### config.mk
export PLATFORM = sky130hd
export DESIGN_NAME = cache_control_i
export DESIGN_NICKNAME = d
export VERILOG_FILES = /design/src/rtl/cache_control_i.sv
export SDC_FILE = /design/constraint.sdc
export NUM_CORES = 1
export LEC_CHECK = 0
export CAP_MARGIN = 10
export CORE_ASPECT_RATIO = 1.75
export CORE_MARGIN = 2
export CORE_UTILIZATION = 50
export DETAILED_ROUTE_END_ITERATION = 10
export PLACE_DENSITY = 0.79
export SLEW_MARGIN = 20
export SYNTH_ARGS = -nofsm -noshare
export SYNTH_HDL_FRONTEND = slang
export SYNTH_SLANG_ARGS = --single-unit
### constraint.sdc
create_clock -name clk -period 2.89 [get_ports clk]
set_input_delay 0.289 -clock clk [delete_from_list [all_inputs] [get_ports clk]]
set_output_delay 0.289 -clock clk [all_outputs]
set_load 0.03 [all_outputs]
### src/rtl/cache_control_i.sv
// rtl/cache_control_i.sv - control FSM and performance counters for the 2-way read-only instruction cache
module cache_control_i #(
  parameter int CNT_WIDTH = 16
) (
  input  logic                 clk,
  input  logic                 reset,
  input  logic                 mem_read,
  input  logic                 hit,
  input  logic                 pmem_resp,
  input  logic                 perf_clear,
  output logic                 mem_resp,
  output logic                 pmem_read,
  output logic                 sel_way_mux,
  output logic [CNT_WIDTH-1:0] hit_count,
  output logic [CNT_WIDTH-1:0] miss_count,
  output logic [CNT_WIDTH-1:0] stall_count
);

  localparam logic [1:0] IDLE    = 2'd0;
  localparam logic [1:0] FETCH   = 2'd1;
  localparam logic [1:0] RESPOND = 2'd2;

  logic [1:0] state;
  logic [1:0] next_state;
  logic       hit_event;
  logic       miss_event;
  logic       stall_event;

  always_comb begin
    next_state  = state;
    mem_resp    = 1'b0;
    pmem_read   = 1'b0;
    sel_way_mux = 1'b0;
    case (state)
      IDLE: begin
        if (mem_read) begin
          if (hit) mem_resp = 1'b1;
          else     next_state = FETCH;
        end
      end
      FETCH: begin
        pmem_read   = 1'b1;
        sel_way_mux = 1'b1;
        if (pmem_resp) next_state = RESPOND;
      end
      RESPOND: begin
        // A miss here means the refill did not land; IDLE re-treats it as a new miss.
        mem_resp   = mem_read & hit;
        next_state = IDLE;
      end
      default: next_state = IDLE;
    endcase
  end

  always_ff @(posedge clk) begin
    if (!reset) state <= IDLE;
    else        state <= next_state;
  end

  assign hit_event   = (state == IDLE) & mem_read & hit;
  assign miss_event  = (state == IDLE) & mem_read & ~hit;
  assign stall_event = mem_read & ~mem_resp;

  // Counters saturate at all-ones; perf_clear beats a same-cycle increment.
  always_ff @(posedge clk) begin
    if (!reset || perf_clear) begin
      hit_count   <= '0;
      miss_count  <= '0;
      stall_count <= '0;
    end else begin
      if (hit_event && !(&hit_count))     hit_count   <= hit_count + 1'b1;
      if (miss_event && !(&miss_count))   miss_count  <= miss_count + 1'b1;
      if (stall_event && !(&stall_count)) stall_count <= stall_count + 1'b1;
    end
  end

endmodule

======== Word level (Yosys, flattened, before mapping) ========
Index checks and enable logic that the tools add are counted.
storage, ports and cells
  memories ................................ 0
  register bits after elaboration ......... 50
  RAM bits ................................ 0
  bits in read-only memories .............. 0
  bits in latches ......................... 0
cells by class
  add/sub/neg operators ................... 3
  $mul .................................... 0
  shift operators ......................... 0
  div/mod/pow operators ................... 0
  reduce and logical (&&, ||, !) cells .... 13
  bitwise operators ....................... 7
  eq/ne operators ......................... 5
  muxes and demuxes ....................... 8
  order comparisons ....................... 0
operators with widths
  kind                     count
  $add A16 B1 Y16 const B  3
  $reduce_and A16 Y1       3
  $mux W2                  3
  $ne A2 B2 Y1 const B     3
  $and A1 B1 Y1            5
  $logic_not A1 Y1         4
  $pmux W2 S2              1
  $logic_and A1 B1 Y1      3
  $mux W1                  3
  $reduce_and A3 Y1        1
  $eq A2 B1 Y1 const B     1
  $eq A2 B2 Y1 const B     1
  $logic_not A2 Y1         1
  $not A1 Y1               2
  $pmux W1 S2              1
  $logic_or A1 B1 Y1       1

======== Longest topological paths before layout ========
  depth in word-level cells ............... 6
  gate-level depth with buffers ........... 5
  depth with buffers taken out ............ 5

======== Worst setup path after synthesis ========
Ideal clock, no wire load.
  kind .................................... register to register
  from .................................... register state[0]
  to ...................................... register miss_count[15]
  cell stages (with the launch flop) ...... 6
  setup slack ............................. 0.696 ns
  period minus slack after synthesis ...... 2.194 ns
  data required time ...................... 2.820 ns
  arrival time ............................ 2.123 ns
  path through ............................ dfxtp_1 -> or4b_1 -> buf_2 -> or4_4 -> or4_1 -> a21oi_1
on the way
  cells in the longest elaborated chain, start to end .. 4
RTL lines
  what                        RTL line  source
  from (decl)                 23        logic [1:0] state;
  from (signal assigned)      57        else state <= next_state;
  $logic_not A2 Y1            61        assign miss_event = (state == IDLE) & mem_read & ~hit;
  $and A1 B1 Y1 (2 in a row)  61
  $logic_and A1 B1 Y1         72        if (miss_event && !(&miss_count)) miss_count <= miss_count + 1'b1;
  to (signal assigned)        72
  to (decl)                   15        output logic [CNT_WIDTH-1:0] miss_count,
Every way passes these cells.
A chain may end at the register's enable or synchronous reset.

======== Worst setup path in the final report ========
  from .................................... input hit
  to ...................................... register miss_count[14]
on the way
  cells in the longest elaborated chain, start to end .. 3
RTL lines
  what                 RTL line  source
  from (decl)          8         input logic hit,
  $not A1 Y1           61
  $and A1 B1 Y1        61
  $logic_and A1 B1 Y1  72
Every way passes these cells.

==> run metrics <==
Starting Density=0.513; WS Path Type=input pin to flip-flop; DRC Markers=0; GRT Overall Usage=0.236; die width=57.8 um; Reg2Reg Depth=5; Antenna Nets Post-Route=0; max-slew violation count=0; largest net degree at the start of global routing=19; Reg2Reg Setup Slack=0.64 ns; Seq/Total Area, Yosys=0.395; setup TNS=0 ns; Cell Area, Synth=2530 sq um; setup bufs post-CTS=0; Syn Area/Cell=8.44 sq um; unrepaired setup endpoints after global routing=no; Initial DRC Count=105; most common cell after layout, fill and taps aside=clkdlybuf4s50_1; fin util=0.665; drt pass-1 iters=4; CTS clock-pin slew for the worst setup and hold paths=0.09 ns; placed instance area=3180 sq um; Port Buffer Count=56; GRT Residual Overflow=0; post-route total power=1.26 mW; worst reg2reg startpoint=state[0]$_SDFFE_PN0P_; Cell Int Power=0.980 mW; DPL Wire Length=4760 um; Worst Hold Class=flip-flop to flip-flop; EDFF count, synth=0; CTS sink count=50; area occupied by multi-input gates=1470 sq um; DIE HEIGHT=98.1 um; per-cell routed wire length=15.7 um; routability cong.=0.819; maximum buffer depth of the clock tree=2; Primary FF master, synth=dfxtp_1; Register Area=1000 sq um; worst slew margin relative to its limit=0.419; simple-gate portion of the synthesized area=0.334; flop and latch count out of synthesis=50; initial antenna violation count=0; switch share=0.223; max-cap violations=0; switching pwr=0.282 mW; post-synthesis cell count=300; CP Capture Type=flip-flop; Routed WL=6500 um; crit share post-route=0.806; Adder-Cell Fraction of Synth Area=0.0148; cts bufs inserted=5; Pleak=0.967 nW; Clock Latency Late Sink=0.30 ns; most frequent cells in the layout=clkdlybuf4s50_1, dfxtp_1, a21oi_1, nand2_1, nand4_1; Peak VDD IR=0.311 mV; largest family of logic cells by synthesized area=simple AND/OR/NAND/NOR gates; I/O pins=57; measured slew at the worst slew-check pin=0.864 ns; Via Count=2640; Worst Path Required=3.12 ns; Tmin final=2.33 ns; clock root buffer=clkbuf_8; Layout Nets=369; CP max-delay cell=or4b_1; f_max=429 MHz; growth of design area from synthesis to finish=29.7%; power density cells=384 nW/um^2; mux contribution to synthesized area=0.0119; post-route clock skew=0.00818 ns; final hold viol count=0; xor/xnor cell area share of the yosys netlist=0.00346; setup violators final=0; CP arrival=2.56 ns; CTS tree=yes; CP max FO=9; startpoint types=input pin; worst setup path end=miss_count[14]$_SDFFE_PP0P_; worst path cell trace=clkdlybuf4s50_1 > or4b_1 > buf_4 > or3_1 > or4_1 > a21oi_1; start point of the critical path=hit; core area=4930 sq um; htree depth=2; CTS Hold Buffers Added=0; total die area=5670 sq um; Synth Area in Compound Gates=0.217; filler instances=445; Sequential Power Share=0.551; # diodes=0; Logic pwr share=0.059; Clk network pwr share=0.391; RR Endpoint=miss_count[14]$_SDFFE_PP0P_; dpl ws=0.264 ns; Yosys cell types=41; Post-synth ARST share=0; row cnt=34; vias in the first global route=2469; routed vias/inst=6.36; Post-CTS Resized=0; ratio of cells with drive above 1 in the final layout=0.0499; status=completed; Mapped Nets=309; Crit path largest cell delay=0.53 ns; YS warnings=0; first-pass GRT wire length=11000 um; Final Cell Area=3280 sq um; worst setup margin=0.559 ns
## stage by stage
| stage | std cells | hold WS, ns |
|---|---|---|
| floorplan | 300 | 0.407 |
| finish | 415 | 0.514 |
| global route | 415 | 0.539 |
| CTS | 415 | 0.510 |
| detailed placement | 407 | 0.489 |
| global placement | 407 | 0.487 |
## synthesized netlist by cell type, types with 6 or more instances
cell / n / area, sq um
o21ai_0: 15 / 75.1
nor2_1: 11 / 41.3
or3_1: 16 / 100
o41ai_1: 8 / 70.1
nand2b_1: 6 / 37.5
a21oi_1: 30 / 150
o311ai_0: 6 / 52.6
nand3_1: 13 / 65.1
nor4_1: 8 / 50.1
or4_1: 18 / 135
nand2_1: 24 / 90.1
nor3_1: 6 / 30.0
and3_1: 6 / 37.5
nand4_1: 19 / 119
o31ai_1: 12 / 90.1
clkbuf_1: 10 / 37.5
dfxtp_1: 50 / 1000
## how the worst min path moves through the flow
stage / slack [ns] / to / start / cells after the start
2_1_floorplan: 0.41 / state[0]$_SDFFE_PN0P_ / reset / 1
3_3_place_gp: 0.49 / hit_count[15]$_SDFFE_PP0P_ / hit_count[15]$_SDFFE_PP0P_ / 2
3_5_place_dp: 0.49 / hit_count[15]$_SDFFE_PP0P_ / hit_count[15]$_SDFFE_PP0P_ / 2
4_1_cts: 0.51 / hit_count[15]$_SDFFE_PP0P_ / hit_count[15]$_SDFFE_PP0P_ / 2
5_1_grt: 0.54 / hit_count[15]$_SDFFE_PP0P_ / hit_count[15]$_SDFFE_PP0P_ / 2
6_report: 0.51 / miss_count[6]$_SDFFE_PP0P_ / miss_count[6]$_SDFFE_PP0P_ / 2
## power by group through the flow
stage	combinational, mW	sequential, mW	clock (mW)
final	0.0738	0.695	0.493
after global routing	0.0797	0.696	0.525
after CTS	0.0740	0.695	0.500
after detailed placement	0.0737	0.711	0
after global placement	0.0727	0.711	0
after floorplan	0.0403	0.714	0
## sequential cells by signal (all words and copies together) (netlist names)
name         count
miss_count      16
hit_count       16
state            2
stall_count     16
## logic make-up after synthesis
group,after synthesis
buf+inv,15
mux,3
fa+ha+maj,3
simple gates,143
compound gates,85
xor+xnor,1
flops,50
## worst max-delay path: cells and delay by family
kind	cells	cell delay [ns]
AOI/OAI and AO/OA	1	0.14
buffers and inverters	2	0.69
and+or+nand+nor	3	1.45
## metal layers
layer,share of wire,GRT usage,vias up
met5,0,0,-
met3,0.033,0.0358,16
met2,0.54,0.440,49
li1,-,-,1316
met1,0.40,0.260,1259
met4,0.021,0.0859,0
## final cells by class
type / instances / share of cell area
clock buffers: 7 / 0.0232
clock inverters: 1 / 0.00915
inverters: 3 / 0.00343
multi-input cells: 235 / 0.447
flip-flops and latches: 50 / 0.305
well taps: 54 / 0.0206
repair buffers: 65 / 0.191
Power figures use the tool's default switching activity.
